File: config.mk
export PLATFORM = sky130hd
export DESIGN_NAME = seq_mul_n
export DESIGN_NICKNAME = d
export VERILOG_FILES = /design/src/rtl/seq_mul_pkg.sv /design/src/rtl/seq_mul_n_add.sv /design/src/rtl/seq_mul_n.sv
export SDC_FILE = /design/constraint.sdc
export NUM_CORES = 1
export LEC_CHECK = 0
export CAP_MARGIN = 30
export CORE_MARGIN = 2
export CORE_UTILIZATION = 39
export CTS_CLUSTER_SIZE = 20
export DETAILED_ROUTE_END_ITERATION = 7
export GPL_ROUTABILITY_DRIVEN = 0
export GPL_TIMING_DRIVEN = 0
export PLACE_DENSITY_LB_ADDON = 0.2
export SLEW_MARGIN = 20
export SYNTH_ARGS = -nofsm -noshare
export SYNTH_HDL_FRONTEND = slang
export SYNTH_HIERARCHICAL = 1
export SYNTH_SLANG_ARGS = --single-unit
File: constraint.sdc
create_clock -name clk -period 9.76 [get_ports clk]
set_input_delay 1.952 -clock clk [delete_from_list [all_inputs] [get_ports clk]]
set_output_delay 1.952 -clock clk [all_outputs]
set_load 0.02 [all_outputs]
File: src/rtl/seq_mul_pkg.sv
// Shared types and defaults for the sequential shift-add multiplier.
package seq_mul_pkg;
  typedef enum logic [1:0] {IDLE = 2'd0, CALC = 2'd1, DONE = 2'd2} state_e;
  localparam int WIDTH_DEFAULT = 8;
endpackage

File: src/rtl/seq_mul_n_add.sv
// Full-adder cell and the N-bit ripple-carry adder built from it.
module fa_1 (
  input  logic a,
  input  logic b,
  input  logic cin,
  output logic s,
  output logic cout
);
  assign s    = a ^ b ^ cin;
  assign cout = (a & b) | (cin & (a ^ b));
endmodule

module add_n #(
  parameter int N = 8
) (
  input  logic [N-1:0] a,
  input  logic [N-1:0] b,
  input  logic         cin,
  output logic [N-1:0] sum,
  output logic         cout
);
  logic [N:0] c;

  assign c[0] = cin;
  assign cout = c[N];

  for (genvar i = 0; i < N; i++) begin : g_fa
    fa_1 u_fa (.a(a[i]), .b(b[i]), .cin(c[i]), .s(sum[i]), .cout(c[i+1]));
  end
endmodule

File: src/rtl/seq_mul_n.sv
// Sequential shift-add WIDTH x WIDTH multiplier, signed or unsigned per transaction,
// valid/ready on both sides, one transaction in flight.
module seq_mul_n
  import seq_mul_pkg::*;
#(
  parameter int WIDTH = WIDTH_DEFAULT,
  parameter int CNT_W = $clog2(WIDTH + 1)
) (
  input  logic               clk,
  input  logic               rst_n,
  input  logic               in_valid,
  output logic               in_ready,
  input  logic [WIDTH-1:0]   a,
  input  logic [WIDTH-1:0]   b,
  input  logic               is_signed,
  output logic               out_valid,
  input  logic               out_ready,
  output logic [2*WIDTH-1:0] p,
  output logic               busy
);
  localparam logic [CNT_W-1:0] LAST = CNT_W'(WIDTH);

  state_e               state;
  logic [CNT_W-1:0]     count;
  logic [WIDTH-1:0]     mcand, mplier;
  logic [2*WIDTH-1:0]   acc;
  logic                 neg;

  logic [WIDTH-1:0]     a_mag, b_mag, add_b, sum_hi;
  logic                 carry;
  logic [2*WIDTH-1:0]   acc_nxt, acc_neg, p_nxt;
  logic                 neg_cout;

  // |-2^(W-1)| wraps to 2^(W-1), which is still correct as a W-bit unsigned magnitude
  assign a_mag = (is_signed && a[WIDTH-1]) ? (~a + WIDTH'(1)) : a;
  assign b_mag = (is_signed && b[WIDTH-1]) ? (~b + WIDTH'(1)) : b;

  assign add_b = mplier[0] ? mcand : '0;

  add_n #(.N(WIDTH)) u_acc_add (
    .a(acc[2*WIDTH-1:WIDTH]), .b(add_b), .cin(1'b0), .sum(sum_hi), .cout(carry)
  );

  assign acc_nxt = {carry, sum_hi, acc[WIDTH-1:1]};

  add_n #(.N(2*WIDTH)) u_neg_add (
    .a(~acc), .b({2*WIDTH{1'b0}}), .cin(1'b1), .sum(acc_neg), .cout(neg_cout)
  );

  // carry out of the negate only happens for acc==0, so a zero result is never flipped
  assign p_nxt = (neg && !neg_cout) ? acc_neg : acc;

  always_ff @(posedge clk or negedge rst_n) begin
    if (!rst_n) begin
      state     <= IDLE;
      count     <= '0;
      mcand     <= '0;
      mplier    <= '0;
      acc       <= '0;
      neg       <= 1'b0;
      p         <= '0;
      in_ready  <= 1'b1;
      out_valid <= 1'b0;
      busy      <= 1'b0;
    end else begin
      case (state)
        IDLE: if (in_valid && in_ready) begin
          mcand    <= a_mag;
          mplier   <= b_mag;
          neg      <= is_signed & (a[WIDTH-1] ^ b[WIDTH-1]);
          acc      <= '0;
          count    <= '0;
          in_ready <= 1'b0;
          busy     <= 1'b1;
          state    <= CALC;
        end
        CALC: if (count == LAST) begin
          p         <= p_nxt;
          out_valid <= 1'b1;
          state     <= DONE;
        end else begin
          acc    <= acc_nxt;
          mplier <= mplier >> 1;
          count  <= count + CNT_W'(1);
        end
        DONE: if (out_valid && out_ready) begin
          out_valid <= 1'b0;
          in_ready  <= 1'b1;
          busy      <= 1'b0;
          state     <= IDLE;
        end
        default: state <= IDLE;
      endcase
    end
  end
endmodule

==> impl_metrics.env, run 1 <==
export IMPL_syn_inst=330
export IMPL_placementRows=33
export IMPL_hold_end="p[6]"
export IMPL_worstPathArrival_ps=8090
export IMPL_vdd_drop_max_mv=0.06613
export IMPL_clock_skew_ps=7.631
export IMPL_crit_path_max_incr_delay_ps=450
export IMPL_cts_tree="yes"
export IMPL_worst_path_max_fanout=10
export IMPL_drv_max_cap_violation_count=0
export IMPL_worst_skew_late_latency_ps=340
export IMPL_critical_path_class="reg2reg"
export IMPL_holdCritStartpoint="p[6]"
export IMPL_final_layout_size_suffix_gt1_share_pct=8.479
export IMPL_die_area_mm2=0.009282
export IMPL_die_y_um=96.35
export IMPL_effective_utilization_at_floorplan_pct=40.27
export IMPL_cts_sinks=58
export IMPL_cts_inserted_buffers=9
export IMPL_antenna_violations_before_repair=0
export IMPL_fillerInstances=820
export IMPL_holdPathStages=2
export IMPL_post_cts_buffers=0
export IMPL_detailedRoute_firstIterationViolations=60
export IMPL_final_hold_viol_count=0
export IMPL_leakage_uw=0.001941
export IMPL_post_drt_via_cell_ratio=4.755
export IMPL_power_density_cell_area_mw_per_mm2=273.8
export IMPL_drt_antenna_violating_nets=0
export IMPL_ff2ff_setup_slack_ps=1880
export IMPL_rsz_0062_raised_after_global_routing="no"
export IMPL_yosysSeqAreaShare_pct=43.68
export IMPL_tns_ps=0
export IMPL_timing_critical_path_required_ps=9970
export IMPL_num_io_pins=40
export IMPL_cts_root_buf="sky130_fd_sc_hd__clkbuf_8"
export IMPL_routed_wire_length_per_instance_um=12.80
export IMPL_fmax_mhz=126.9
export IMPL_global_route_usage_total_pct=15.71
export IMPL_die_w_um=96.35
export IMPL_netlist_cell_type_count=42
export IMPL_antennaDiodeCount=0
export IMPL_hold_class="reg2reg"
export IMPL_mostFrequentLayoutCell="sky130_fd_sc_hd__dfrtp_1"
export IMPL_synth_flop_cell="sky130_fd_sc_hd__dfrtp_1"
export IMPL_grt_first_pass_wirelength_um=11010
export IMPL_core_area_mm2=0.008258
export IMPL_cts_repair_resized=0
export IMPL_run_status="completed"
export IMPL_critical_path_top_cell_by_count="sky130_fd_sc_hd__fa_1"
export IMPL_clock_tree_buf_depth=2
export IMPL_critical_path_reg2reg_startpoint="acc[0]"
export IMPL_cts_htree_levels=3
export IMPL_cp_end_kind="flip-flop"
export IMPL_io_buffer_count=38
export IMPL_overall_via_count_from_detail_route=2406
export IMPL_wl_um=6478
export IMPL_synthArstFlopShare_pct=100.0
export IMPL_numPlacedInstances=490
export IMPL_fin_nets=445
export IMPL_reg2reg_depth=22
export IMPL_drt_pass1_iterations=4
export IMPL_setup_worst_path_start_class="flip-flop"
export IMPL_detailed_place_hpwl_um=4946
export IMPL_layout_cells_most_common_list="sky130_fd_sc_hd__dfrtp_1 (57), sky130_fd_sc_hd__nand2_1 (51), sky130_fd_sc_hd__o21ai_0 (39), sky130_fd_sc_hd__clkdlybuf4s50_1 (37), sky130_fd_sc_hd__inv_1 (28)"
export IMPL_r2r_end="p[10]"
export IMPL_area_growth_from_synthesis_to_layout_pct=23.85
export IMPL_post_cts_hold_buffer_count=0
export IMPL_pin_count_of_the_biggest_net_entering_global_routing=37
export IMPL_report_final_slew_viol_count=0
export IMPL_synth_avg_cell_area_um2=10.08
export IMPL_cpMaxStageDelayCell="sky130_fd_sc_hd__fa_1"
export IMPL_placed_cell_area_mm2=0.003915
export IMPL_critical_path_cell_by_cell="inv_1 -> fa_1 -> fa_1 -> fa_1 -> fa_1 -> fa_1 -> fa_1 -> fa_1 -> fa_1 -> fa_1 -> fa_1 -> fa_1 -> fa_1 -> fa_1 -> fa_1 -> fa_1 -> fa_1 -> nand2b_1 -> buf_2 -> buf_2 -> mux2i_1 -> o21ai_0"
export IMPL_synth_seq_cells=58
export IMPL_drc=0
export IMPL_synthesis_yosys_warnings=6
export IMPL_fin_cells=506
export IMPL_period_needed_ps=7882
export IMPL_postLayoutCellArea_mm2=0.004119
export IMPL_setup_violations_final=0
export IMPL_timing_final_crit_share_pct=80.76
export IMPL_global_route_overflow_total=0
export IMPL_post_synth_instance_area_mm2=0.003326
export IMPL_clk_transition_reported_paths_ps=70
export IMPL_via_count_of_the_first_global_routing_pass=2420
export IMPL_synth_enable_flop_cells=0
cell families after synthesis:
| kind of cell | count (synthesis) | share of synthesized area (%) |
|---|---|---|
| adder cells (fa/ha/maj) | 28 | 15.95 |
| XOR/XNOR | 11 | 2.897 |
| flip-flops | 58 | 43.68 |
| multiplexers | 19 | 5.756 |
| buffers and inverters | 42 | 5.117 |
| AO/OA/AOI/OAI | 66 | 12.11 |
| AND/OR/NAND/NOR | 104 | 14.26 |
| other | 2 | 0.2258 |
how the worst max path moves through the flow:
stage	start	endpoint	slack, ps	cells past startpoint
after floorplan	acc[0]	p[10]	2430	22
after global placement	acc[0]	p[15]	1960	22
after detailed placement	acc[0]	p[15]	1840	22
after CTS	acc[0]	p[15]	1830	22
after global routing	acc[0]	p[10]	1580	22
final	acc[0]	p[10]	1880	22
sequential cells by signal (all words and copies together) (netlist names):
register   count
mplier         8
acc           16
mcand          8
count          4
p             16
state          2
in_ready       1
busy           1
neg            1
out_valid      1
final cells by class:
type / instances / area, um^2 / area share, %
multi-input combinational: 246 / 1763 / 42.80
sequential: 58 / 1453 / 35.27
timing repair buffer: 39 / 397.9 / 9.660
clock buffer: 11 / 151.4 / 3.676
tap: 105 / 131.4 / 3.190
inverter: 28 / 105.1 / 2.552
buffer: 14 / 65.06 / 1.580
clock inverter: 5 / 52.55 / 1.276
cell usage after synthesis (all sizes together), types with 2 or more instances:
library cell  count  area (um^2)
nand2            51        191.4
dfrtp            57         1426
clkbuf            4        15.01
o21ai            39        195.2
xnor2             4        35.03
and3              2        12.51
a221o             2        20.02
a2111oi           2        17.52
nor2             22        85.09
or3               3        23.77
inv              28        105.1
a21o              3        22.52
nor3              2        10.01
nor3b             3        22.52
mux2i            18        180.2
ha                4        50.05
and2              8        50.05
xor2              7        61.31
conb              2        7.510
nand3b            2        15.01
o211ai            2        20.02
nand3             6        30.03
buf              10        50.05
o31ai             3        22.52
nand2b            2        12.51
a21oi             8        40.04
fa               24        480.5
metal layers:
layer	GRT usage (%)	part of all wire, %	vias up	wire length, um
li1	-	-	1206	-
met1	19.82	47	1147	3070
met3	2.584	3.1	11	204
met2	26.16	47	42	3069
met5	0	0	-	0
met4	7.746	2.1	0	134
critical path, delay by kind of cell, from the launching register on:
kind / cells / cell delay (ps)
adders and majority gates: 16 / 6410
buffers and inverters: 3 / 520
DFF: 1 / 340
muxes: 1 / 230
and+or+nand+nor: 1 / 150
AOI/OAI and AO/OA: 1 / 100
stage by stage:
stage | hold slack (ps) | setup WS (ps) | util (%) | total power, uW
floorplan | 448.4 | 2432 | - | 741.0
global route | 502.8 | 1581 | 49.88 | 1239
global placement | 461.9 | 1965 | 47.20 | 893.2
detailed placement | 465.7 | 1840 | 47.41 | 914.9
finish | 477.0 | 1878 | 49.88 | 1128
CTS | 481.4 | 1828 | 49.88 | 1147
power breakdown:
| group | internal (uW) | switching, uW | total (uW) | leakage (uW) |
|---|---|---|---|---|
| sequential | 340 | 66.8 | 406 | 0.000684 |
| clock | 130 | 97.9 | 228 | 0.000105 |
| combinational | 217 | 276 | 493 | 0.00115 |
| total | 687 | 440 | 1130 | 0.00194 |
Note: power is estimated with default switching activity, not from simulation.
==> run 2, diff against run 1 <==
==> constraint.sdc (replaced) <==
create_clock -name clk -period 6.45 [get_ports clk]
set_input_delay 1.29 -clock clk [delete_from_list [all_inputs] [get_ports clk]]
set_output_delay 1.29 -clock clk [all_outputs]
set_load 0.02 [all_outputs]
==> run 2 against run 1 <==
  * The run now ends with setup timing left
  * Combinational power grew 63%
  * Utilization grew 1.4 points
  * Fmax grew 15%
  * Largest power group unchanged
  * Hold slack lost 4.8 ps
  * Critical path depth shrank 1
==> impl_metrics.env, run 2 (same netlist as run 1, synthesis figures left out) <==
export IMPL_pin_count_of_the_biggest_net_entering_global_routing=31
export IMPL_rsz_0062_raised_after_global_routing="yes"
export IMPL_detailed_place_hpwl_um=4956
export IMPL_detailedRoute_firstIterationViolations=89
export IMPL_placementRows=33
export IMPL_clock_tree_buf_depth=2
export IMPL_num_io_pins=40
export IMPL_pre_cts_setup_slack_ps=-551.7
export IMPL_cts_htree_levels=3
export IMPL_antenna_violations_before_repair=0
export IMPL_wl_um=6467
export IMPL_critical_path_class="reg2reg"
export IMPL_critical_path_top_cell_by_count="sky130_fd_sc_hd__fa_2"
export IMPL_run_status="finished with violations"
export IMPL_drt_pass1_iterations=4
export IMPL_final_hold_viol_count=0
export IMPL_drt_antenna_violating_nets=0
export IMPL_worst_path_max_fanout=4
export IMPL_cts_tree="yes"
export IMPL_cpMaxStageDelayCell="sky130_fd_sc_hd__fa_2"
export IMPL_hold_class="reg2reg"
export IMPL_cts_root_buf="sky130_fd_sc_hd__clkbuf_8"
export IMPL_clk_transition_reported_paths_ps=60
export IMPL_io_buffer_count=38
export IMPL_setup_violations_final=16
export IMPL_antennaDiodeCount=0
export IMPL_worst_skew_late_latency_ps=330
export IMPL_critPathBufInv=2
export IMPL_critical_path_top_delay_family="adder cells"
export IMPL_via_count_of_the_first_global_routing_pass=2452
export IMPL_global_route_overflow_total=0
export IMPL_report_final_slew_viol_count=0
export IMPL_crit_path_max_incr_delay_ps=380
export IMPL_final_setup_worst_slack_ps=-396.3
export IMPL_area_growth_from_synthesis_to_layout_pct=27.31
export IMPL_timing_final_crit_share_pct=106.1
export IMPL_mostFrequentLayoutCell="sky130_fd_sc_hd__dfrtp_1"
export IMPL_fin_total_pwr_uw=1745
export IMPL_cts_sinks=58
export IMPL_global_route_usage_total_pct=15.99
export IMPL_core_area_mm2=0.008258
export IMPL_critical_path_cell_by_cell="inv_2 -> fa_2 -> fa_2 -> fa_2 -> fa_2 -> fa_2 -> fa_2 -> fa_2 -> fa_2 -> fa_2 -> fa_2 -> fa_2 -> fa_2 -> fa_2 -> fa_2 -> fa_2 -> fa_2 -> nand2b_4 -> buf_4 -> mux2i_2 -> o21ai_1"
export IMPL_drv_max_cap_violation_count=0
export IMPL_effective_utilization_at_floorplan_pct=40.27
export IMPL_vdd_drop_max_mv=0.1573
export IMPL_grt_first_pass_wirelength_um=11210
export IMPL_cp_end_kind="flip-flop"
export IMPL_drc=0
export IMPL_clock_skew_ps=10.08
export IMPL_leakage_uw=0.001926
export IMPL_timing_critical_path_required_ps=6650
export IMPL_layout_cells_most_common_list="sky130_fd_sc_hd__dfrtp_1 (57), sky130_fd_sc_hd__nand2_1 (51), sky130_fd_sc_hd__clkdlybuf4s50_1 (37), sky130_fd_sc_hd__inv_1 (27), sky130_fd_sc_hd__o21ai_0 (23)"
export IMPL_fmax_mhz=146.1
export IMPL_setup_worst_path_start_class="flip-flop"
export IMPL_die_area_mm2=0.009282
export IMPL_final_layout_size_suffix_gt1_share_pct=14.39
export IMPL_cts_inserted_buffers=9
export IMPL_fin_nets=447
export IMPL_reg_top3="acc: 16 flops, p: 16 flops"
export IMPL_post_drt_via_cell_ratio=4.762
export IMPL_violated_checks="setup timing"
export IMPL_die_y_um=96.35
export IMPL_overall_via_count_from_detail_route=2419
export IMPL_worstPathArrival_ps=7050
export IMPL_power_density_cell_area_mw_per_mm2=412.1
export IMPL_post_cts_hold_buffer_count=0
export IMPL_routed_wire_length_per_instance_um=12.73
export IMPL_period_needed_ps=6846
export IMPL_die_w_um=96.35
[run 2: changes by cell type in the layout (fill, tap and decap cells not counted), sizes merged]
cell / delta
buf: +2
clkinvlp: -1
clkinv: -1
clkbuf: +2
[run 2: power breakdown]
part / internal, uW / switching (uW) / total [uW]
registers: 514 / 105 / 619
logic: 363 / 440 / 804
clock network: 188 / 134 / 322
[run 2: cell type report]
type                    instances  area [um^2]
fillers                       751         4024
inverters                      28        105.1
plain buffers                  13        75.07
clock buffers                  13        148.9
well taps                     105        131.4
multi-input cells             246         1837
clock inverters                 3        40.04
flip-flops and latches         58         1453
repair buffers                 42        444.2
[run 2: routing by layer]
metal	share of wire, %	routed length [um]	track usage [%]
met1	49	3146	21.13
met2	46	2973	25.87
met3	3.2	205	2.662
met4	2.2	142	7.160
met5	0	0	0
[run 2: path summary, 6_finish.rpt]
| kind | from | to | slack [ps] | depth (start not counted) |
|---|---|---|---|---|
| worst min-delay path | busy | busy | 470 | 1 |
| min in group asynchronous | rst_n | p[1] | 880 | 1 |
| max in group asynchronous | rst_n | in_ready | 5030 | 2 |
| worst max register to register | acc[0] | p[14] | -400 | 21 |
| worst min register to register | busy | busy | 470 | 1 |
| worst max-delay path | acc[0] | p[14] | -400 | 21 |
[run 2: repair_timing]
item / 4_1_cts / 5_1_grt
cloned: 1 / 0
setup endpoints to repair: 16 / 16
gates resized for setup: 24 / 6
pin swaps: 3 / 1
buffers inserted: 2 / 0
[run 2: stage by stage]
stage / setup TNS, ps / util (%) / area (um^2) / hold slack (ps) / std cells
finish: -5692 / 51.27 / 4234 / 472.2 / 508
global route: -8116 / 51.27 / 4234 / 510.9 / 508
CTS: -6920 / 51.18 / 4227 / 480.0 / 509
detailed placement: -7319 / 48.06 / 3969 / 464.7 / 490
global placement: -6277 / 47.85 / 3951 / 461.4 / 489
floorplan: 0 / - / 3440 / 448.4 / 346
[run 2: worst register-to-register path, delay by kind of cell (launching register included)]
family | cells | cell delay [ps]
multiplexers | 1 | 190
buffers and inverters | 2 | 230
AO/OA/AOI/OAI | 1 | 70
AND/OR/NAND/NOR | 1 | 200
adder cells (fa/ha/maj) | 16 | 5670
flip-flops | 1 | 360
==> run 3, diff against run 2 <==
--- a/config.mk
+++ b/config.mk
@@ -6,7 +6,7 @@
 export NUM_CORES = 1
 export LEC_CHECK = 0
 export CAP_MARGIN = 30
-export CORE_MARGIN = 2
+export CORE_MARGIN = 3
 export CORE_UTILIZATION = 39
 export CTS_CLUSTER_SIZE = 20
 export DETAILED_ROUTE_END_ITERATION = 7
==> run 3 against run 2 <==
  * The flow still finishes with violations (setup timing)
  * Highest routed layer unchanged
  * Largest power group unchanged
  * Die area increased by 4.2%
  * Utilization increased by 0.12 points
  * First-iteration DRC count decreased by 25%
  * Register-to-register slack about the same
  * Clock power increased by 2%
  * Cell count decreased by 0.20%
==> impl_metrics.env, run 3 (same netlist as run 1, synthesis figures left out) <==
export IMPL_timing_final_crit_share_pct=106.2
export IMPL_drv_max_cap_violation_count=0
export IMPL_cts_sinks=58
export IMPL_wl_um=6434
export IMPL_cp_end_kind="flip-flop"
export IMPL_violated_checks="setup timing"
export IMPL_overall_via_count_from_detail_route=2376
export IMPL_worst_slew_pin_transition_ps=514.9
export IMPL_setup_worst_path_start_class="flip-flop"
export IMPL_critical_path_reg2reg_startpoint="acc[0]"
export IMPL_routed_wire_length_per_instance_um=12.69
export IMPL_power_density_cell_area_mw_per_mm2=412.5
export IMPL_sw_pwr_uw=683.5
export IMPL_pin_count_of_the_biggest_net_entering_global_routing=36
export IMPL_die_w_um=98.35
export IMPL_ff2ff_setup_slack_ps=-400
export IMPL_global_route_overflow_total=0
export IMPL_reg_top3="acc: 16 flops, p: 16 flops"
export IMPL_antenna_violations_before_repair=0
export IMPL_holdPathStages=1
export IMPL_slew_headroom_pct=65.67
export IMPL_clock_skew_ps=9.414
export IMPL_rsz_0062_raised_after_global_routing="yes"
export IMPL_fmax_mhz=146.0
export IMPL_worst_skew_late_latency_ps=330
export IMPL_global_route_usage_total_pct=14.29
export IMPL_layout_cells_most_common_list="sky130_fd_sc_hd__dfrtp_1 (57), sky130_fd_sc_hd__nand2_1 (51), sky130_fd_sc_hd__clkdlybuf4s50_1 (37), sky130_fd_sc_hd__inv_1 (27), sky130_fd_sc_hd__o21ai_0 (23)"
export IMPL_cts_tree="yes"
export IMPL_r2r_end="p[15]"
export IMPL_detailed_place_hpwl_um=4912
export IMPL_die_area_mm2=0.009672
export IMPL_leakage_uw=0.001933
export IMPL_antennaDiodeCount=0
export IMPL_period_needed_ps=6849
export IMPL_fin_total_pwr_uw=1751
export IMPL_critical_path_class="reg2reg"
export IMPL_placementRows=33
export IMPL_clock_power_share_pct=18.7
export IMPL_via_count_of_the_first_global_routing_pass=2389
export IMPL_drc=0
export IMPL_num_io_pins=40
export IMPL_reg2reg_depth=21
export IMPL_report_final_slew_viol_count=0
export IMPL_grt_first_pass_wirelength_um=11200
export IMPL_final_setup_worst_slack_ps=-398.5
export IMPL_pre_cts_setup_slack_ps=-571.0
export IMPL_worst_path_max_fanout=5
export IMPL_run_status="finished with violations"
export IMPL_timing_startpoint_of_the_critical_path="acc[0]"
export IMPL_clk_transition_reported_paths_ps=70
export IMPL_cts_htree_levels=3
export IMPL_post_drt_via_cell_ratio=4.686
export IMPL_drt_pass1_iterations=4
export IMPL_cts_root_buf="sky130_fd_sc_hd__clkbuf_8"
export IMPL_fin_hold_ws_ps=477.7
export IMPL_numPlacedInstances=490
export IMPL_area_growth_from_synthesis_to_layout_pct=27.61
export IMPL_vdd_drop_max_mv=0.1411
export IMPL_post_cts_hold_buffer_count=0
export IMPL_cts_inserted_buffers=9
export IMPL_final_hold_viol_count=0
export IMPL_holdCritStartpoint="busy"
export IMPL_mostFrequentLayoutCell="sky130_fd_sc_hd__dfrtp_1"
export IMPL_postLayoutCellArea_mm2=0.004244
export IMPL_setup_violations_final=16
export IMPL_die_y_um=98.35
export IMPL_power_switching_share_pct=39.04
export IMPL_placed_cell_area_mm2=0.003969
export IMPL_worstPathArrival_ps=7110
export IMPL_drt_antenna_violating_nets=0
export IMPL_combPwrFrac_pct=46.0
export IMPL_fin_cells=507
export IMPL_clock_tree_buf_depth=2
export IMPL_final_layout_size_suffix_gt1_share_pct=14.43
export IMPL_io_buffer_count=38
export IMPL_detailedRoute_firstIterationViolations=67
export IMPL_seq_power_share_pct=35.3
export IMPL_hold_class="reg2reg"
export IMPL_internal_power_uw=1067
export IMPL_effective_utilization_at_floorplan_pct=40.27
export IMPL_timing_critical_path_required_ps=6720
export IMPL_setup_worst_path_end="p[15]"
export IMPL_core_area_mm2=0.008258
export IMPL_fin_nets=447
run 3: changes by cell type in the layout (fill, tap and decap cells not counted):
| cell | before | now |
|---|---|---|
| sky130_fd_sc_hd__o21ai_1 | 16 | 15 |
| sky130_fd_sc_hd__clkbuf_1 | 7 | 6 |
| sky130_fd_sc_hd__mux2i_1 | 11 | 12 |
| sky130_fd_sc_hd__buf_6 | 1 | 0 |
| sky130_fd_sc_hd__mux2i_2 | 7 | 4 |
| sky130_fd_sc_hd__o21ai_2 | 0 | 1 |
| sky130_fd_sc_hd__mux2i_4 | 0 | 2 |
| sky130_fd_sc_hd__buf_4 | 2 | 3 |
run 3: worst min path at each step:
stage / end / slack (ps)
2_1_floorplan: mplier[5] / 450
3_3_place_gp: busy / 460
3_5_place_dp: busy / 470
4_1_cts: busy / 480
5_1_grt: busy / 500
6_report: busy / 480
run 3: stage by stage:
| stage | utilization, % | setup TNS (ps) |
|---|---|---|
| after detailed placement | 48.06 | -7488 |
| after global routing | 51.39 | -8112 |
| after floorplan | - | 0 |
| after CTS | 51.14 | -7050 |
| final | 51.39 | -6083 |
| after global placement | 47.85 | -6297 |
run 3: worst max-delay path: stages, from the launching register on:
cell	delay (ps)
sky130_fd_sc_hd__dfrtp_1	360
sky130_fd_sc_hd__inv_2	50
sky130_fd_sc_hd__fa_2	390
sky130_fd_sc_hd__fa_2	370
sky130_fd_sc_hd__fa_2	350
sky130_fd_sc_hd__fa_2	360
sky130_fd_sc_hd__fa_2	380
sky130_fd_sc_hd__fa_2	350
sky130_fd_sc_hd__fa_2	350
sky130_fd_sc_hd__fa_2	350
sky130_fd_sc_hd__fa_2	350
sky130_fd_sc_hd__fa_2	350
sky130_fd_sc_hd__fa_2	350
sky130_fd_sc_hd__fa_2	350
sky130_fd_sc_hd__fa_2	360
sky130_fd_sc_hd__fa_2	370
sky130_fd_sc_hd__fa_2	340
sky130_fd_sc_hd__fa_2	330
sky130_fd_sc_hd__nand2b_4	190
sky130_fd_sc_hd__buf_12	160
sky130_fd_sc_hd__mux2i_4	180
sky130_fd_sc_hd__o21ai_2	130
run 3: per-layer routing:
| metal | track usage [%] | vias up | part of all wire [%] |
|---|---|---|---|
| li1 | - | 1211 | - |
| met1 | 20.04 | 1111 | 49 |
| met2 | 22.36 | 46 | 45 |
| met3 | 2.571 | 8 | 4.1 |
| met4 | 5.042 | 0 | 1.1 |
| met5 | 0 | - | 0 |
run 3: what timing repair did:
action                                  4_1_cts  5_1_grt
gates cloned                                  1        0
setup buffers                                 2        0
endpoints found under the setup margin       16       16
pin swaps                                     2        1
gates resized for setup                      24        7
run 3: cell type report:
| cell class | count | area, um^2 |
|---|---|---|
| fillers | 770 | 4014 |
| multi-input cells | 246 | 1854 |
| flip-flops and latches | 58 | 1453 |
| repair buffers | 42 | 440.4 |
| clock buffers | 12 | 145.1 |
| well taps | 105 | 131.4 |
| inverters | 28 | 105.1 |
| plain buffers | 13 | 75.07 |
| clock inverters | 3 | 40.04 |
run 3: power groups by stage:
stage	Sequential [uW]	Clock, uW	Combinational (uW)
floorplan	653	0	482
global placement	618	0	752
detailed placement	620	0	780
CTS	617	332	802
global route	641	354	923
finish	618	327	806
==> RTL edit 1 (flow settings as in run 3) <==
Re-encode `state_e` (3 states) as one-hot, 3 bits wide.
--- a/src/rtl/seq_mul_pkg.sv
+++ b/src/rtl/seq_mul_pkg.sv
@@ -1,5 +1,5 @@
 // Shared types and defaults for the sequential shift-add multiplier.
 package seq_mul_pkg;
-  typedef enum logic [1:0] {IDLE = 2'd0, CALC = 2'd1, DONE = 2'd2} state_e;
+  typedef enum logic [2:0] {IDLE = 3'b001, CALC = 3'b010, DONE = 3'b100} state_e;
   localparam int WIDTH_DEFAULT = 8;
 endpackage
Check against the original RTL: no difference found for any inputs over 10 cycles, from zero or initial values and one cycle with rst_n low; not proved beyond that.
==> RTL edit 1 against run 3 <==
- the flow still finishes with violations (setup timing)
- cell area grew 6.5%
- synthesized cell count rose by 5.2%
- setup slack better by 59 ps
- routed wire length up 10%
- critical path depth did not move
- worst hold slack got worse by 7.4 ps
- sequential cell count up 1
- synthesized area is 5.9% higher
- critical endpoint is now p[6]$_DFFE_PN0P_
Power is not compared: it rests on default switching activity, and its combinational part moved more than twofold at a synthesized area within 25%.
==> RTL edit 1: results (changes against run 3) <==
stage,metric,value,unit,change
run_status,run_status,"finished, violations left",,unchanged
run_status,violations,setup timing,,unchanged
sta,setup_slack,-339,ps,was -399 ps
yosys,synthTopCellsByCount,"nand2_1, dfrtp_1, inv_1, fa_1, mux2i_1",,"was dfrtp_1, nand2_1, o21ai_0, inv_1, fa_1"
placed_design,dpl_cell_area,0.00416,mm2,was 0.00397 mm2
cts,cts_setup_buffers,3,,was 2
yosys,ys.flop_type,dfrtp_1,,unchanged
worst_setup_path,cp_top_family,adder cells,,unchanged
cts,cts_buffer_depth,2,,unchanged
yosys,synthMuxAreaShare,6.01,%,was 5.76%
yosys,synth_compound_area_share,12.8,%,was 12.1%
min_path,hold_path.class,reg2reg,,unchanged
worst_setup_path,crit_arrival,7010,ps,was 7110 ps
cells_and_area,num_antenna_cells,0,,unchanged
cells_and_area,area_growth,28.4,%,was 27.6%
drt,wl_per_cell,13.4,um,was 12.7 um
cts,clkTransAtPathRegs,70,ps,about the same
cells_and_area,nets,465,,was 447
min_path,hold_start,in_ready$_DFFE_PN1P_,,was busy$_DFFE_PN0P_
placed_design,io_buffers,37,,was 38
cts,cts_root_buf,clkbuf_8,,unchanged
cells_and_area,final_layout_size_suffix_gt1_share,18.3,%,was 14.4%
yosys,synth.area.top_cells,"dfrtp_1, fa_1, nand2_1",,"was dfrtp_1, fa_1, o21ai_0"
global_route,grt_first_pass_wirelength,12.4,mm,was 11.2 mm
placed_design,post-place-cells,509,,was 490
global_route,antenna_found_initial,0,,unchanged
global_route,grt_pass1_vias,2642,,"was 2,389"
worst_setup_path,path_max_fanout,5,,unchanged
drt,vias,2533,,"was 2,376"
sta,timing.hold.ws,470,ps,was 478 ps
global_route,grtUsageTotal,15.4,%,was 14.3%
yosys,synthAdderAreaFrac,15.1,%,was 16.0%
min_path,hold_path_depth,2,,was 1
yosys,synth-async-reset-ratio,100,%,unchanged
cells_and_area,reg_top3,"acc: 16 flops, p: 16 flops",,unchanged
yosys,yosys_warnings,6,,unchanged
cts,worstSkewPairLatency,330,ps,about the same
placed_design,pre_cts_ws,-544,ps,was -571 ps
drt,vias_per_cell,4.79,,was 4.69
placed_design,hpwl,5.22,mm,was 4.91 mm
cells_and_area,fill_cells,822,,was 770
yosys,synthXorXnorAreaFrac,2.74,%,was 2.90%
cts,cts-buffers-inserted,9,,unchanged
min_path,min_to,in_ready$_DFFE_PN1P_,,was busy$_DFFE_PN0P_
worst_setup_path,crit_end,p[6]$_DFFE_PN0P_,,was p[15]$_DFFE_PN0P_
yosys,synth-seq-area-share,42.0,%,was 43.7%
cts,ctsResizeCount,9,,was 24
power_and_ir_drop,p_sw,0.335,mW,
yosys,synth_cell_types,45,,was 42
global_route,grt_start_max_net_pins,43,,was 36
drt,drt_iter0_drc,69,,was 67
sta,fin_setup_tns,-4940,ps,was -6080 ps
yosys,syn_area_per_cell,10.1,um2,about the same
sta,setup_viol,16,,unchanged
sta,clock-skew-final,5.03,ps,was 9.41 ps
sta,tightestPinTransition,586,ps,was 515 ps
[RTL edit 1: routing by layer]
layer	up-vias	part of all wire [%]	GRT usage (%)
met3	9	4.4	2.70
met1	1203	48	20.9
met5	-	0	0
met2	45	47	24.4
li1	1276	-	-
met4	0	1.2	6.44
[RTL edit 1: layout make-up]
cell class / count / share of cell area [%]
multi-input cells: 257 / 44.7
flip-flops and latches: 59 / 32.7
repair buffers: 43 / 10.1
clock buffers: 15 / 4.13
well taps: 108 / 2.99
plain buffers: 18 / 2.96
inverters: 28 / 2.33
clock inverters: 1 / 0.111
[RTL edit 1: power groups by stage]
| stage | logic [mW] | registers [mW] | clock network (mW) |
|---|---|---|---|
| floorplan | 0.153 | 0.517 | 0 |
| global placement | 0.268 | 0.501 | 0 |
| detailed placement | 0.276 | 0.505 | 0 |
| CTS | 0.277 | 0.500 | 0.332 |
| global route | 0.315 | 0.511 | 0.346 |
| finish | 0.277 | 0.499 | 0.321 |
==> RTL edit 2 (flow settings as in run 3) <==
Without the edit above. Set the package constant `WIDTH_DEFAULT` to 32 (it was 8).
--- a/src/rtl/seq_mul_pkg.sv
+++ b/src/rtl/seq_mul_pkg.sv
@@ -2,5 +2,5 @@
 package seq_mul_pkg;
   typedef enum logic [1:0] {IDLE = 2'd0, CALC = 2'd1, DONE = 2'd2} state_e;
-  localparam int WIDTH_DEFAULT = 8;
+  localparam int WIDTH_DEFAULT = 32;
 endpackage
 
Interface: changed (resized a, b and p); port bits go from 40 to 136. No check against the original RTL was run, so the function may have changed too.
==> RTL edit 2 against run 3 <==
- the run still ends with setup timing left
- sequential cell count is 146 higher
- cell area grew to 3.7 times the old value
- power is 64% higher
- non-clock buffer count is 164 higher
- utilization is 1.2 points higher
- routed wire length grew to 4.7 times the old value
- first-iteration DRC count grew to 8.1 times the old value
- cell count grew to 3.7 times the old value
- synthesized area grew to 3.6 times the old value
- setup slack worse by 17000 ps
- critical endpoint is now p[37]$_DFFE_PN0P_
==> RTL edit 2: results (changes against run 3) <==
stage,metric,value,unit,change
run_status,run_status,"finished, violations left",,unchanged
run_status,violations,setup timing,,unchanged
yosys,netlist_instances,1225,,was 330
worst_setup_path,path_max_fanout,6,,was 5
global_route,use_met2,29.7,%,was 22.4%
global_route,grt_start_max_net_pins,90,,was 36
global_route,use_met3,2.38,%,was 2.57%
sta,fin_setup_tns,-1177790,ps,was -6080 ps
sta,setup_viol,82,,was 16
placed_design,io_buffers,135,,was 38
cts,worstSkewPairLatency,510,ps,was 330 ps
power_and_ir_drop,powerDensity,181,mW/mm2,was 412 mW/mm2
sta,setup_slack,-17590,ps,was -399 ps
power_and_ir_drop,power.leakage,7.05,nW,was 1.93 nW
yosys,synthTopCellsByCount,"dfrtp_1, o21ai_0, nand2_1, fa_1, inv_1",,"was dfrtp_1, nand2_1, o21ai_0, inv_1, fa_1"
cts,cts_buffer_depth,3,,was 2
drt,met1_length,14.7,mm,was 3.18 mm
global_route,grtUsageTotal,18.5,%,was 14.3%
sta,tightestPinTransition,954,ps,was 515 ps
drt,wl_met2,14.1,mm,was 2.92 mm
power_and_ir_drop,p_int,2.20,mW,was 1.07 mW
global_route,grt_use_met1,27.2,%,was 20.0%
drt,drt_iter0_drc,545,,was 67
cells_and_area,final_layout_size_suffix_gt1_share,15.5,%,was 14.4%
sta,clock-skew-final,10.2,ps,was 9.41 ps
cells_and_area,fill_cells,2786,,was 770
drt,met3_length,1.28,mm,was 263 um
placed_design,post-place-cells,1816,,was 490
power_and_ir_drop,vdd.ir_drop.worst,0.000154,V,was 0.000141 V
cells_and_area,reg_top3,"acc: 64 flops, p: 64 flops",,"was acc: 16 flops, p: 16 flops"
cts,cts_root_buf,clkbuf_16,,was clkbuf_8
yosys,synth_cell_types,46,,was 42
worst_setup_path,worst-path-buf-inv,3,,was 2
min_path,hold_start,mplier[31]$_DFFE_PN0P_,,was busy$_DFFE_PN0P_
global_route,grt_pass1_vias,9561,,"was 2,389"
power_and_ir_drop,pg_comb,0.221,mW,was 0.806 mW
==> RTL edit 2: kinds of logic after synthesis <==
kind of cell / after synthesis / share of synthesized area, %
other cells: 2 / 0.0623
simple gates: 367 / 14.6
mux: 65 / 5.41
fa+ha+maj: 100 / 16.4
xor+xnor: 61 / 4.43
compound gates: 279 / 12.0
flops: 204 / 42.4
buf+inv: 147 / 4.73
==> RTL edit 2: cell type report <==
type | count | area, um2 | share of cell area, %
flip-flops and latches | 204 | 5110 | 32.3
multi-input cells | 938 | 7180 | 45.5
clock inverters | 8 | 71.3 | 0.452
well taps | 390 | 488 | 3.09
plain buffers | 72 | 418 | 2.65
clock buffers | 36 | 727 | 4.60
inverters | 75 | 282 | 1.78
repair buffers | 147 | 1520 | 9.63
==> RTL edit 2: worst register-to-register path, delay by kind of cell (launching register included) <==
| kind | cells | cell delay (ps) |
|---|---|---|
| buffers and inverters | 3 | 410 |
| muxes | 1 | 190 |
| adders and majority gates | 64 | 22740 |
| DFF | 1 | 350 |
| AOI/OAI and AO/OA | 1 | 90 |
| and+or+nand+nor | 1 | 160 |
==> RTL edit 2: repair_timing <==
item | 4_1_cts | 5_1_grt
setup endpoints to repair | 82 | 82
cloned | 2 | 2
pin swaps | 6 | 2
hold buffers | 0 | 0
resized for setup | 89 | 57
setup buffers | 4 | 2
==> RTL edit 2: path summary, 6_finish.rpt <==
check	slack (ps)	end	cells after the start
min in group asynchronous	800	p[12]$_DFFE_PN0P_	1
hold reg to reg	470	mplier[31]$_DFFE_PN0P_	2
setup / recovery	-17590	p[37]$_DFFE_PN0P_	70
setup reg to reg	-17590	p[37]$_DFFE_PN0P_	70
max in group asynchronous	4880	mplier[22]$_DFFE_PN0P_	2
hold / removal	470	mplier[31]$_DFFE_PN0P_	2
